$ cat config.mk
export PLATFORM = sky130hd
export DESIGN_NAME = ctrl_hazard
export DESIGN_NICKNAME = d
export VERILOG_FILES = /design/src/rtl/ctrl_hazard_pkg.sv /design/src/rtl/hazard_lu.sv /design/src/rtl/ctrl_hazard.sv
export SDC_FILE = /design/constraint.sdc
export NUM_CORES = 1
export LEC_CHECK = 0
export CAP_MARGIN = 20
export CORE_UTILIZATION = 38
export CTS_CLUSTER_SIZE = 24
export DETAILED_ROUTE_END_ITERATION = 10
export DONT_BUFFER_PORTS = 1
export GPL_ROUTABILITY_DRIVEN = 0
export PLACE_DENSITY = 0.5
export SYNTH_ARGS = -nofsm -noshare
export SYNTH_HDL_FRONTEND = slang
export SYNTH_HIERARCHICAL = 1
export SYNTH_SLANG_ARGS = --single-unit
$ cat constraint.sdc
create_clock -name clk -period 2.07 [get_ports clk]
set_input_delay 0.207 -clock clk [delete_from_list [all_inputs] [get_ports clk]]
set_output_delay 0.207 -clock clk [all_outputs]
set_load 0.01 [all_outputs]
$ cat src/rtl/ctrl_hazard_pkg.sv
// Shared types and constants for the hazard/redirect sequencer.
// PC-select encodings, FSM states and default widths.
package ctrl_hazard_pkg;

  localparam int XLEN_DEF = 32;
  localparam int CNT_W_DEF = 32;

  localparam logic PCSEL_ADD4 = 1'b0;
  localparam logic PCSEL_ALU  = 1'b1;

  typedef enum logic {
    RUN   = 1'b0,
    REDIR = 1'b1
  } state_e;

endpackage

$ cat src/rtl/hazard_lu.sv
// Combinational load-use detect between the load in E and
// the source operands of the instruction in D.
module hazard_lu (
  input  logic       memrd_e_i,
  input  logic [4:0] rd_e_i,
  input  logic [4:0] rs1_d_i,
  input  logic [4:0] rs2_d_i,
  input  logic       rs1_use_d_i,
  input  logic       rs2_use_d_i,
  output logic       lu_o
);

  logic hit1;
  logic hit2;

  assign hit1 = rs1_use_d_i && (rs1_d_i == rd_e_i);
  assign hit2 = rs2_use_d_i && (rs2_d_i == rd_e_i);
  assign lu_o = memrd_e_i && (rd_e_i != 5'd0)
                && (hit1 || hit2);

endmodule

$ cat src/rtl/ctrl_hazard.sv
// Per-stage stall/flush generation and held PC redirect
// request for the 5-stage pipeline.
module ctrl_hazard
  import ctrl_hazard_pkg::*;
#(
  parameter int XLEN  = XLEN_DEF,
  parameter int CNT_W = CNT_W_DEF
) (
  input  logic             clk,
  input  logic             rst,
  input  logic             pcsel_e_i,
  input  logic [XLEN-1:0]  target_e_i,
  input  logic             memrd_e_i,
  input  logic [4:0]       rd_e_i,
  input  logic [4:0]       rs1_d_i,
  input  logic [4:0]       rs2_d_i,
  input  logic             rs1_use_d_i,
  input  logic             rs2_use_d_i,
  input  logic             imem_ready_i,
  input  logic             dmem_wait_i,
  output logic             stall_f_o,
  output logic             stall_d_o,
  output logic             stall_e_o,
  output logic             stall_m_o,
  output logic             flush_d_o,
  output logic             flush_e_o,
  output logic             redir_o,
  output logic [XLEN-1:0]  redir_pc_o,
  output logic [CNT_W-1:0] redir_cnt_o,
  output logic             busy_o
);

  state_e           state_q, state_d;
  logic [XLEN-1:0]  tgt_q, tgt_d;
  logic [CNT_W-1:0] cnt_q, cnt_d;
  logic             busy_q, busy_d;
  logic             lu;

  hazard_lu u_lu (
    .memrd_e_i   (memrd_e_i),
    .rd_e_i      (rd_e_i),
    .rs1_d_i     (rs1_d_i),
    .rs2_d_i     (rs2_d_i),
    .rs1_use_d_i (rs1_use_d_i),
    .rs2_use_d_i (rs2_use_d_i),
    .lu_o        (lu)
  );

  always_comb begin
    state_d    = state_q;
    tgt_d      = tgt_q;
    cnt_d      = cnt_q;
    stall_f_o  = 1'b0;
    stall_d_o  = 1'b0;
    stall_e_o  = 1'b0;
    stall_m_o  = 1'b0;
    flush_d_o  = 1'b0;
    flush_e_o  = 1'b0;
    redir_o    = 1'b0;
    redir_pc_o = '0;
    if (rst) begin
      flush_d_o = 1'b1;
      flush_e_o = 1'b1;
    end else if (state_q == REDIR) begin
      // D/E only hold wrong-path work here, so keep flushing
      redir_o    = 1'b1;
      redir_pc_o = tgt_q;
      flush_d_o  = 1'b1;
      flush_e_o  = 1'b1;
      stall_m_o  = dmem_wait_i;
      if (imem_ready_i) begin
        cnt_d   = cnt_q + 1'b1;
        state_d = RUN;
      end
    end else if (dmem_wait_i) begin
      stall_f_o = 1'b1;
      stall_d_o = 1'b1;
      stall_e_o = 1'b1;
      stall_m_o = 1'b1;
    end else if (pcsel_e_i == PCSEL_ALU) begin
      redir_o    = 1'b1;
      redir_pc_o = target_e_i;
      flush_d_o  = 1'b1;
      flush_e_o  = 1'b1;
      if (imem_ready_i) begin
        cnt_d = cnt_q + 1'b1;
      end else begin
        tgt_d   = target_e_i;
        state_d = REDIR;
      end
    end else if (lu) begin
      stall_f_o = 1'b1;
      stall_d_o = 1'b1;
      flush_e_o = 1'b1;
    end
    busy_d = (state_d == REDIR);
  end

  always_ff @(posedge clk) begin
    if (rst) begin
      state_q <= RUN;
      tgt_q   <= '0;
      cnt_q   <= '0;
      busy_q  <= 1'b0;
    end else begin
      state_q <= state_d;
      tgt_q   <= tgt_d;
      cnt_q   <= cnt_d;
      busy_q  <= busy_d;
    end
  end

  assign redir_cnt_o = cnt_q;
  assign busy_o      = busy_q;

endmodule
== Word-level counts from Yosys, hierarchy flattened ==
Cells that the tools add are included.

* Register bits: 65
* Bits in latches: 0
* RAM bits: 0
* ROM bits: 0
* Input port bits: 55
* Word-level logic and storage cells: 50
* Memories: 0

* Add/sub/neg operators: 1
* $mul: 0
* Div/mod/pow operators: 0
* $lt $le $gt $ge: 0
* Equality and inequality tests: 3
* Shift-type cells: 0
* Mux-type cells: 31
* Bitwise logic cells: 3
* Reductions and logical operators: 9

{| class="wikitable"
|+ Operator list
! kind !! count
|-
| 2-to-1 mux 32 bit || 8
|-
| adder 32 x 1 -> 32 bit (second input constant) || 1
|-
| 2-to-1 mux 1 bit || 23
|-
| == test 5 bit || 2
|-
| nonzero test 5 bit || 1
|-
| logical AND 1 bit || 4
|-
| AND reduction 4 bit || 1
|-
| NOT 1 bit || 3
|-
| != test 2 x 1 -> 1 bit (second input constant) || 1
|-
| AND reduction 2 bit || 1
|-
| nonzero test 2 bit || 1
|-
| logical OR 1 bit || 1
|}

== Logic depth before layout (Yosys ltp) ==
Gate-level depths: netlist of the first run.

* Depth in word-level cells: 9
* Depth in mapped cells: 7

== By module ==
Netlist of the first run, hierarchy kept.

{| class="wikitable"
|+ By module, submodules not included
! module !! instances !! cells each !! area an instance (µm²) !! seq. area each (µm²)
|-
| ctrl_hazard || 1 || 396 || 3,144.3 || 1,301.2
|-
| hazard_lu || 1 || 17 || 133.9 || 0.0
|}

== Worst setup path before layout of the first run ==
OpenSTA, ideal clock, no wires.

* Path type: register -> register
* From: reg cnt_q[13] (netlist: redir_cnt_o[13])
* To: reg cnt_q[30] (netlist: redir_cnt_o[30])
* Data arrival time: 1.707 ns
* Slack: 0.292 ns
* Cell stages (with the launch flop): 6
* Path buffers: 0
* Cells stage by stage: dfxtp_1 -> nand4_4 -> nor4_4 -> nand3_2 -> or3_1 -> a21oi_1

* Longest elaborated chain between the ends: 5

{| class="wikitable"
|+ Ends and longest elaborated chain
! item !! line !! RTL
|-
| from (decl) || ctrl_hazard.sv:35 || <nowiki>logic [CNT_W-1:0] cnt_q, cnt_d;</nowiki>
|-
| from (signal assigned) || ctrl_hazard.sv:108 || <nowiki>cnt_q <= cnt_d;</nowiki>
|-
| adder 32 x 1 -> 32 bit * || ctrl_hazard.sv:72, ctrl_hazard.sv:86 ||
|-
| 2-to-1 mux 32 bit * || ctrl_hazard.sv:71, ctrl_hazard.sv:85 ||
|-
| 2-to-1 mux 32 bit || ctrl_hazard.sv:80 || <nowiki>end else if (pcsel_e_i == PCSEL_ALU) begin</nowiki>
|-
| 2-to-1 mux 32 bit || ctrl_hazard.sv:75 || <nowiki>end else if (dmem_wait_i) begin</nowiki>
|-
| 2-to-1 mux 32 bit * || ctrl_hazard.sv:64 || <nowiki>end else if (state_q == REDIR) begin</nowiki>
|}

Every way passes the cells marked *; elsewhere a longest branch is shown, timed or not. The select of a mux whose other input is x is not followed.
A chain may end at the register's enable or synchronous reset.

==> run summary, run 1 <==
=====================================================================================
Status                                                                   finished clean
Clock buffer depth                                                                  2
DR vias                                                                          2881
Number of antenna repair diodes                                                     0
Final worst clock skew                                                     0.00318 ns
Leading cell type in the layout, fill and taps excluded                       nand2_1
Portion of the post-synthesis area used by sequential elements                  39.7%
Transition time at the pin with the least slew margin                        0.602 ns
Hold Slack                                                                  0.0175 ns
Predominant post-synthesis flop cell                                          dfxtp_1
Total of max-cap violations                                                         0
Nets in the synthesized netlist                                                   469
Die W                                                                    94.9 microns
CP Data Required Time                                                         1.86 ns
Count of boundary I/O pins                                                        127
Shortest period the worst path allows                                         1.84 ns
Sort of element at the end of the critical path                          primary output
Leakage dissipation                                                           1.42 nW
Num rows                                                                           33
Final Cycle Share                                                               88.9%
Count of mapped cells out of synthesis                                            413
Achievable frequency                                                          543 MHz
DRC violations left                                                                 0
Filler Cells Inserted                                                             821
Area fraction in compound gates after synthesis                                 7.06%
Cell area after layout                                                     3970 sq um
Area grow syn2layout                                                            21.1%
Power per cell area                                                       637 nW/um^2
Remaining number of nets flagged by the antenna check after routing                 0
Total setup violations reported at the end of the flow                              0
Post-detailed-placement half-perimeter wirelength                             5.25 mm
Unrepaired setup endpoints after global routing                                    no
Total power                                                                 0.00253 W
Port Buffers                                                                        0
Clock-pin slew on the worst setup and hold paths                              0.07 ns
Most frequent cells in the layout                                        nand2_1, nor2_1, dfxtp_1
Inserted Clock Buffers                                                              9
Synth Cell Area                                                            3280 sq um
H-Tree Level Count                                                                  3
Die height                                                               94.9 microns
Proportion of layout cells with a drive suffix above 1                          9.89%
Clock Sinks                                                                        65
Async set-reset flop share out of synthesis                                        0%
Multiplexer area fraction after synthesis                                       9.77%
CP Launch Type                                                                   flop
Number of instances resized during post-cts repair                                  0
Vias in the first global route                                                   2670
Overall routed net length                                                     8.01 mm
Global-route wire length before repair                                        12.4 mm
Maximum number of pins on one net before global-route repair                       65
Die ar.                                                                    9000 sq um
Relative slew slack                                                             59.9%
Clock Latency Late Sink                                                       0.33 ns
Setup Total Neg Slack                                                            0 ns
Register area                                                              1300 sq um
Number of iterations in the first detailed-routing pass                             4
Maximum net fanout on the critical path                                            35
Count of different cell masters after synthesis                                    37
Main combinational cell family by area after synthesis                   simple AND/OR/NAND/NOR gates
Mean number of vias per cell                                                     5.14
Starting density of the core                                                    39.5%
Area occupied by multi-input gates                                         1840 sq um
Count of flip-flops with a built-in enable after synthesis                          0
Average wire per cell in the routed design                               14.3 microns
Total of flip-flops plus latches after synthesis                                   65
Clock tree from TritonCTS                                                        done
Worst endpoint data arrival time                                              1.63 ns
Peak VDD IR                                                                0.000356 V
Final net count                                                                   507
Count of routing violations after the opening detailed-route iteration            101
Post-Synthesis Mean Instance Area                                          7.94 sq um
Path type of the worst setup path                                        flop to primary output
Xor/xnor share of the synthesized area                                          10.2%
Area share of fa/ha/maj cells after synthesis                                  0.382%
Type of the most critical hold path                                      primary input to flop
Number of hold violations in the final report                                       0
Core Footprint                                                             8300 sq um
Simple-gate area share of the yosys netlist                                     28.6%
GRT overflow                                                                        0
Yosys Warn Count                                                                    6
Root Driver                                                                  clkbuf_8
Number of antenna violations at the first check in global routing                   0
Instance area after placement                                              3440 sq um
Number of slew-limit violations in the final report                                 0
All-Layer GR Usage                                                              17.8%
Number of post-CTS setup repair buffers                                             0
=====================================================================================
synthesized netlist by cell type (2+ instances only):
cell type / instances / area share [%]
nor3_1: 5 / 0.76
and4_1: 2 / 0.53
xor2_1: 31 / 8.3
inv_1: 5 / 0.57
clkbuf_1: 17 / 1.9
nor4_1: 3 / 0.57
nand2b_1: 2 / 0.38
nor2_1: 66 / 7.6
and2_1: 2 / 0.38
and3_1: 3 / 0.57
nand4_1: 17 / 3.2
a21oi_1: 39 / 6.0
xnor2_1: 7 / 1.9
or3_1: 4 / 0.76
nand3_2: 2 / 0.61
mux2i_1: 32 / 9.8
o21ai_0: 4 / 0.61
dfxtp_1: 65 / 40
nand2_1: 74 / 8.5
buf_1: 3 / 0.34
nand3_1: 13 / 2.0
buf_2: 2 / 0.31
cell type report:
| cell class | count | area share, % |
|---|---|---|
| Multi-Input combinational cell | 317 | 46.3 |
| Sequential cell | 65 | 32.8 |
| Timing Repair Buffer | 53 | 12.5 |
| Clock buffer | 12 | 4.16 |
| Tap cell | 105 | 3.31 |
| Inverter | 5 | 0.473 |
| Clock inverter | 3 | 0.378 |
cell families after synthesis:
group / Yosys count
and+or+nand+nor: 201
DFF: 65
AOI/OAI and AO/OA: 45
xor gates and xnor gates: 38
muxes: 32
buffers and inverters: 31
adders and majority gates: 1
path summary, 6_finish.rpt:
check	cells past startpoint	slack [ns]	endpoint	startpoint
worst max register to register	6	0.29	redir_cnt_o[20]	redir_cnt_o[0]
worst min-delay path	2	0.02	tgt_q[9]	target_e_i[9]
worst max-delay path	3	0.23	redir_pc_o[14]	busy_o
worst min register to register	2	0.45	tgt_q[28]	tgt_q[28]
report_power, final:
part,switching (W),internal [W]
logic,0.000139,0.000114
clock network,0.000472,0.000520
registers,0.0000113,0.00127
total,0.000622,0.00191
what timing repair did:
| item | 4_1_cts | 5_1_grt |
|---|---|---|
| endpoints found under the hold margin | 65 | 0 |
| hold buffers | 33 | 0 |
| setup endpoints to repair | 0 | 0 |
sequential cells by signal (all words and copies together) (netlist names):
name,flops
redir_cnt_o,32
tgt_q,32
busy_o,1
metrics by stage:
step | std cells | worst slack (ns) | utilization (%)
2_1_floorplan | 413 | 0.292 | -
3_3_place_gp | 512 | 0.346 | 41.5
3_5_place_dp | 512 | 0.302 | 41.5
4_1_cts | 560 | 0.206 | 47.9
5_1_grt | 560 | 0.132 | 47.9
6_report | 560 | 0.229 | 47.9
worst max-delay path, stage by stage, from the launching register on:
cell and delay (ns):
dfxtp_2 0.36, buf_4 0.50, mux2i_1 0.18, nor2_1 0.23
layer usage:
layer / track usage [%] / part of all wire, %
met4: 5.05 / 1.2
met1: 21.6 / 47
met5: 0 / 0
met3: 6.92 / 7.8
met2: 29.1 / 44
(Power assumes the default switching activity.)
==> inputs of run 2 (changes only) <==
--- a/config.mk
+++ b/config.mk
@@ -12,6 +12,7 @@
 export DONT_BUFFER_PORTS = 1
 export GPL_ROUTABILITY_DRIVEN = 0
 export PLACE_DENSITY = 0.5
+export SLEW_MARGIN = 20
 export SYNTH_ARGS = -nofsm -noshare
 export SYNTH_HDL_FRONTEND = slang
 export SYNTH_HIERARCHICAL = 1
==> constraint.sdc (replaced) <==
create_clock -name clk -period 1.82 [get_ports clk]
set_input_delay 0.182 -clock clk [delete_from_list [all_inputs] [get_ports clk]]
set_output_delay 0.182 -clock clk [all_outputs]
set_load 0.01 [all_outputs]
==> run 2 against run 1 <==
  * Critical path depth grew 3
  * Via count grew 5.1%
  * Register-to-register slack lost 0.14 ns
  * Global-route usage grew 1.3 points
  * Final area grew 9.5%
  * Final cell count grew 8.0%
  * Sequential power grew 14%
  * Setup slack lost 0.096 ns
  * Total power grew 14%
  * Worst hold slack gained 0.067 ns
  * Die area is the same
  * First-iteration DRC count shrank 24%
  * Largest cell class unchanged
  * Largest power group unchanged
==> run summary, run 2 (same netlist as run 1, synthesis figures left out) <==
=====================================================================================
DRC violations left                                                                 0   unchanged
Maximum net fanout on the critical path                                            33   was 35
Status                                                                   finished clean   unchanged
Register area                                                              1300 sq um   unchanged
Relative slew slack                                                             75.0%   was 59.9%
Clock buffer depth                                                                  2   unchanged
Transition time at the pin with the least slew margin                        0.373 ns   was 0.602 ns
Clock Latency Late Sink                                                       0.33 ns   about the same
Crit path cell chain                                                     inv_1, nand2_2, nand2b_1, buf_12, nor2_2, buf_4   was buf_4, mux2i_1, nor2_1
Source of the worst hold timing path                                     imem_ready_i   was target_e_i[9]
Mean number of vias per cell                                                     5.00   was 5.14
Clock-pin slew on the worst setup and hold paths                              0.07 ns   about the same
Global-route wire length before repair                                        13.3 mm   was 12.4 mm
Die ar.                                                                    9000 sq um   unchanged
Peak VDD IR                                                                0.000318 V   was 0.000356 V
CP Launch Type                                                                   flop   unchanged
Proportion of layout cells with a drive suffix above 1                          18.4%   was 9.89%
Maximum number of pins on one net before global-route repair                       65   unchanged
Clock tree from TritonCTS                                                        done   unchanged
Cell with the largest stage delay on the worst path                           dfxtp_2   was buf_4
Achievable frequency                                                          593 MHz
Count of routing violations after the opening detailed-route iteration             77   was 101
Leading cell type in the layout, fill and taps excluded                       nand2_1   unchanged
Number of antenna repair diodes                                                     0   unchanged
Overall routed net length                                                     8.49 mm   was 8.01 mm
Port Buffers                                                                        0   unchanged
Most frequent cells in the layout                                        nand2_1, nor2_1, dfxtp_1   unchanged
Total power                                                                 0.00288 W   was 0.00253 W
CP Data Required Time                                                         1.64 ns   was 1.86 ns
Power per cell area                                                       662 nW/um^2   was 637 nW/um^2
Average wire per cell in the routed design                               14.0 microns   was 14.3 microns
Die height                                                               94.9 microns   unchanged
Total of max-cap violations                                                         0   unchanged
Sort of element at the end of the critical path                          primary output   unchanged
Type of the most critical hold path                                      primary input to flop   unchanged
Top Family by Delay on Critical Path                                     buffers and inverters   unchanged
Worst endpoint data arrival time                                              1.50 ns   was 1.63 ns
Area occupied by multi-input gates                                         1850 sq um   was 1840 sq um
DR vias                                                                          3027   was 2881
Die W                                                                    94.9 microns   unchanged
H-Tree Level Count                                                                  3   unchanged
GRT overflow                                                                        0   unchanged
Number of antenna violations at the first check in global routing                   0   unchanged
Remaining number of nets flagged by the antenna check after routing                 0   unchanged
Final Cycle Share                                                               92.7%
Leakage dissipation                                                           1.67 nW   was 1.42 nW
All-Layer GR Usage                                                              19.1%   was 17.8%
Shortest period the worst path allows                                         1.69 ns
Final net count                                                                   553   was 507
Area grow syn2layout                                                            32.6%   was 21.1%
Path type of the worst setup path                                        flop to primary output   unchanged
Number of slew-limit violations in the final report                                 0   unchanged
Starting density of the core                                                    39.5%   unchanged
CP startpoint                                                                  busy_o   unchanged
Number of hold violations in the final report                                       0   unchanged
Filler Cells Inserted                                                             799   was 821
End-of-flow core utilization                                                    52.4%   was 47.9%
Total setup violations reported at the end of the flow                              0   unchanged
Number of iterations in the first detailed-routing pass                             4   unchanged
Origin of the critical flop-to-flop path                                 redir_cnt_o[8]   was redir_cnt_o[0]
Num rows                                                                           33   unchanged
Clock Sinks                                                                        65   unchanged
Bufs and invs on worst path                                                         3   was 1
Slowest Stage Delay on Critical Path                                          0.37 ns   was 0.50 ns
Root Driver                                                                  clkbuf_8   unchanged
Core Footprint                                                             8300 sq um   unchanged
Inserted Clock Buffers                                                              9   unchanged
Count of boundary I/O pins                                                        127   unchanged
Post-detailed-placement half-perimeter wirelength                             5.54 mm   was 5.25 mm
Final worst clock skew                                                     0.00969 ns   was 0.00318 ns
Vias in the first global route                                                   2873   was 2670
=====================================================================================
[run 2: changes by cell type in the layout (fill, tap and decap cells not counted), sizes merged]
cell,before,now
buf,21,66
dlygate4sd3,32,33
clkbuf,12,11
clkinvlp,0,1
clkinv,3,2
[run 2: per-layer routing]
metal | GRT usage (%) | wire (microns)
met1 | 23.5 | 3940
met2 | 31.2 | 3900
met3 | 6.84 | 571
met4 | 5.30 | 75
met5 | 0 | 0
[run 2: layout make-up]
type / count / area share [%]
Multi-Input combinational cell: 317 / 42.6
Sequential cell: 65 / 30.0
Timing Repair Buffer: 99 / 20.1
Clock buffer: 11 / 3.48
Tap cell: 105 / 3.02
Inverter: 5 / 0.432
Clock inverter: 3 / 0.403
[run 2: power breakdown]
part	switching [W]	leakage, nW	total, W	internal, W
Clock	0.000534	0.0871	0.00108	0.000549
Sequential	0.0000138	0.526	0.00146	0.00145
Combinational	0.000168	1.05	0.000334	0.000166
Total	0.000715	1.67	0.00288	0.00216
[run 2: through the flow]
| stage | worst slack [ns] | cell area, sq um | TNS, ns | cells | hold WS (ns) |
|---|---|---|---|---|---|
| 4_1_cts | 0.00482 | 4330 | 0 | 605 | 0.0626 |
| 3_3_place_gp | 0.109 | 3810 | 0 | 557 | 0.249 |
| 5_1_grt | -0.000789 | 4350 | -0.000789 | 605 | 0.0875 |
| 2_1_floorplan | 0.0422 | 3280 | 0 | 413 | 0.315 |
| 6_report | 0.133 | 4350 | 0 | 605 | 0.0841 |
| 3_5_place_dp | 0.0510 | 3810 | 0 | 557 | 0.251 |
[run 2: tightest hold or removal path: stages]
cell	delay (ns)
nand2_1	0.05
nand2_1	0.08
a21oi_1	0.06
[run 2: final timing paths]
kind / end / slack [ns] / depth (start not counted)
worst max register to register: redir_cnt_o[20] / 0.15 / 5
worst min register to register: tgt_q[5] / 0.45 / 2
worst max-delay path: redir_pc_o[14] / 0.13 / 6
worst min-delay path: redir_cnt_o[1] / 0.08 / 3
[run 2: repair_timing]
item / in CTS / in global routing
hold endpoints to repair: 65 / 0
gates resized for setup: 0 / 4
buffers inserted: 0 / 0
endpoints found under the setup margin: 0 / 34
hold buffers: 34 / 0
==> inputs of run 3 (changes only) <==
--- a/config.mk
+++ b/config.mk
@@ -12,8 +12,8 @@
 export DONT_BUFFER_PORTS = 1
 export GPL_ROUTABILITY_DRIVEN = 0
 export PLACE_DENSITY = 0.5
+export REMOVE_ABC_BUFFERS = 1
 export SLEW_MARGIN = 20
 export SYNTH_ARGS = -nofsm -noshare
 export SYNTH_HDL_FRONTEND = slang
-export SYNTH_HIERARCHICAL = 1
 export SYNTH_SLANG_ARGS = --single-unit
==> run 3 against run 2 <==
  * The run now ends with design-rule violations left
  * Critical path type unchanged
  * Wire length up 10%
  * Non-clock buffer count down 28
  * Largest cell class unchanged
  * Register-to-register slack got worse by 0.06 ns
  * Synthesized area grew 6.0%
  * Setup slack lost 0.087 ns
  * Global-route usage grew 0.69 points
==> run summary, run 3 <==
=====================================================================================
Maximum number of pins on one net before global-route repair                       67   was 65
Overall routed net length                                                     9.35 mm   was 8.49 mm
Num rows                                                                           34   was 33
Multiplexer area fraction after synthesis                                       5.44%   was 9.77%
Count of boundary I/O pins                                                        127   unchanged
Achievable frequency                                                          564 MHz   was 593 MHz
Predominant post-synthesis flop cell                                          dfxtp_1   unchanged
Clock buffer depth                                                                  2   unchanged
Count of routing violations after the opening detailed-route iteration             74   was 77
Peak VDD IR                                                                0.000405 V   was 0.000318 V
Worst reg2reg path depth                                                            4   was 5
Final Cycle Share                                                               97.4%   was 92.7%
Die height                                                               97.6 microns   was 94.9 microns
Starting density of the core                                                    39.5%   about the same
Die ar.                                                                    9530 sq um   was 9000 sq um
Die W                                                                    97.6 microns   was 94.9 microns
GRT overflow                                                                        0   unchanged
Area share of the largest cell type after synthesis                             37.5%   was 39.7%
Proportion of layout cells with a drive suffix above 1                          19.9%   was 18.4%
Count of flip-flops with a built-in enable after synthesis                          0   unchanged
Dominant cell by count in the synthesized netlist                             nand2_1   unchanged
Sort of element at the end of the critical path                          primary output   unchanged
DR vias                                                                          3348   was 3027
Leakage dissipation                                                           1.57 nW   was 1.67 nW
Average wire per cell in the routed design                               15.6 microns   was 14.0 microns
Relative slew slack                                                             61.9%   was 75.0%
Number of iterations in the first detailed-routing pass                            10   was 4
Post-synth top cells                                                     nand2_1, dfxtp_1, nor2_1, a21oi_1, a22oi_1   was nand2_1, nor2_1, dfxtp_1, a21oi_1, mux2i_1
Most frequent cells in the layout                                        nand2_1, dfxtp_1, nor2_1, a21oi_1, buf_4   was nand2_1, nor2_1, dfxtp_1
Status                                                                   finished with violations   was finished clean
Portion of the post-synthesis area used by sequential elements                  37.5%   was 39.7%
CP Data Required Time                                                         1.64 ns   about the same
Maximum net fanout on the critical path                                            12   was 33
Area grow syn2layout                                                            27.0%   was 32.6%
Async set-reset flop share out of synthesis                                        0%   unchanged
Path type of the worst setup path                                        flop to primary output   unchanged
H-Tree Level Count                                                                  3   unchanged
Clock tree from TritonCTS                                                        done   unchanged
Hold Crit Depth                                                                     2   was 3
Proportion of power drawn by flip-flops and latches                             46.4%   was 50.8%
Switching power as a share of total power                                       23.9%   was 24.9%
Type of the most critical hold path                                      primary input to flop   unchanged
Library cell with the largest summed area after synthesis                     dfxtp_1   unchanged
Area fraction in compound gates after synthesis                                 17.9%   was 7.06%
Cell area after layout                                                     4410 sq um   was 4350 sq um
Total of flip-flops plus latches after synthesis                                   65   unchanged
Total setup violations reported at the end of the flow                              0   unchanged
DRC violations left                                                                 7   was 0
Post-Synthesis Mean Instance Area                                          7.88 sq um   was 7.94 sq um
Unrepaired setup endpoints after global routing                                   yes
Root Driver                                                                  clkbuf_8   unchanged
All-Layer GR Usage                                                              19.8%   was 19.1%
Port Buffers                                                                        0   unchanged
Final net count                                                                   544   was 553
Clock Latency Late Sink                                                       0.34 ns   was 0.33 ns
CP Launch Type                                                                   flop   unchanged
Clock-pin slew on the worst setup and hold paths                              0.07 ns   about the same
Synth Cell Area                                                            3470 sq um   was 3280 sq um
Power per cell area                                                       715 nW/um^2   was 662 nW/um^2
Clock Sinks                                                                        65   unchanged
Count of different cell masters after synthesis                                    45   was 37
Filler Cells Inserted                                                             876   was 799
Post-detailed-placement half-perimeter wirelength                             5.69 mm   was 5.54 mm
Xor/xnor share of the synthesized area                                          4.03%   was 10.2%
Instance area after placement                                              3730 sq um   was 3810 sq um
Main combinational cell family by area after synthesis                   simple AND/OR/NAND/NOR gates   unchanged
Core Footprint                                                             8810 sq um   was 8300 sq um
Violated checks                                                          design-rule violations
Number of slew-limit violations in the final report                                 0   unchanged
Number of hold violations in the final report                                       0   unchanged
Number of antenna violations at the first check in global routing                   0   unchanged
Simple-gate area share of the yosys netlist                                     29.4%   was 28.6%
Mean number of vias per cell                                                     5.57   was 5.00
Relative contribution of combinational cells to total power                      9.2%   was 11.6%
Switching component of the power                                           0.000755 W   was 0.000715 W
Setup Total Neg Slack                                                            0 ns   unchanged
End-of-flow core utilization                                                    50.1%   was 52.4%
Synth area leaders                                                       dfxtp_1, nand2_1, a22oi_1   was dfxtp_1, mux2i_1, nand2_1
Total of max-cap violations                                                         0   unchanged
Transition time at the pin with the least slew margin                        0.569 ns   was 0.373 ns
Worst endpoint data arrival time                                              1.59 ns   was 1.50 ns
Final worst clock skew                                                      0.0114 ns   was 0.00969 ns
Inserted Clock Buffers                                                              9   unchanged
Clock Power Share                                                               44.4%   was 37.6%
Number of antenna repair diodes                                                     0   unchanged
Vias in the first global route                                                   3324   was 2873
Total power                                                                 0.00316 W   was 0.00288 W
Int Power                                                                   0.00240 W   was 0.00216 W
Leading cell type in the layout, fill and taps excluded                       nand2_1   unchanged
Area share of fa/ha/maj cells after synthesis                                  0.360%   was 0.382%
Global-route wire length before repair                                        15.5 mm   was 13.3 mm
Remaining number of nets flagged by the antenna check after routing                 0   unchanged
Shortest period the worst path allows                                         1.77 ns   was 1.69 ns
Yosys Warn Count                                                                    0   was 6
Count of mapped cells out of synthesis                                            441   was 413
=====================================================================================
## run 3: changes by cell type after synthesis, moves of 12 or more
| cell | delta |
|---|---|
| nor4_1 | +13 |
| a22oi_1 | +31 |
| nand4_1 | -12 |
| mux2_2 | +15 |
| nor2b_1 | +17 |
| mux2i_1 | -30 |
| xor2_1 | -18 |
## run 3: worst paths after layout
kind                                         to  slack, ns           start
worst min register to register        tgt_q[30]       0.46       tgt_q[30]
worst max register to register  redir_cnt_o[21]       0.09  redir_cnt_o[5]
worst min-delay path            redir_cnt_o[12]       0.08             rst
worst max-delay path                  stall_d_o       0.05          busy_o
## run 3: per-layer routing
layer / track usage, % / part of all wire (%) / vias to the layer above
li1: - / - / 1638
met1: 22.9 / 44 / 1613
met2: 36.1 / 50 / 86
met3: 4.17 / 5.0 / 11
met4: 6.06 / 1.0 / 0
met5: 0 / 0 / -
## run 3: kinds of logic after synthesis
logic type                 after synthesis
and+or+nand+nor                        206
DFF                                     65
xor gates and xnor gates                16
muxes                                   17
buffers and inverters                   41
AOI/OAI and AO/OA                       95
adders and majority gates                1
## run 3: power groups by stage
stage / combinational (W) / sequential (W) / clock [W]
2_1_floorplan: 0.000136 / 0.00150 / 0
3_3_place_gp: 0.000196 / 0.00150 / 0
3_5_place_dp: 0.000198 / 0.00150 / 0
4_1_cts: 0.000286 / 0.00146 / 0.00144
5_1_grt: 0.000321 / 0.00147 / 0.00151
6_report: 0.000291 / 0.00146 / 0.00140
## run 3: layout make-up
cell class	count	area, sq um	share of cell area (%)
clock buffer	10	138	3.12
tap	108	135	3.06
sequential	65	1310	29.6
timing repair buffer	71	657	14.9
inverter	6	22.5	0.510
clock inverter	6	90.1	2.04
multi-input combinational	335	2070	46.8
## run 3: critical path: stages (launching register included)
cell and delay (ns):
dfxtp_4 0.40, or3_4 0.43, o31ai_1 0.25, buf_4 0.18
## run 3: timing repair
item	CTS	global route
endpoints found under the hold margin	50	0
hold buffers	34	0
cloned	0	0
resized for setup	4	18
pin swaps	1	2
buffers inserted	2	2
endpoints found under the setup margin	35	29
## run 3: per-stage QoR
step | hold slack (ns) | setup WS, ns | instances
final | 0.0773 | 0.0465 | 601
after CTS | 0.0616 | 0.0106 | 599
after detailed placement | 0.258 | 0.0414 | 547
after global routing | 0.0711 | -0.0164 | 601
after floorplan | 0.251 | -1.55 | 406
after global placement | 0.254 | 0.0927 | 547
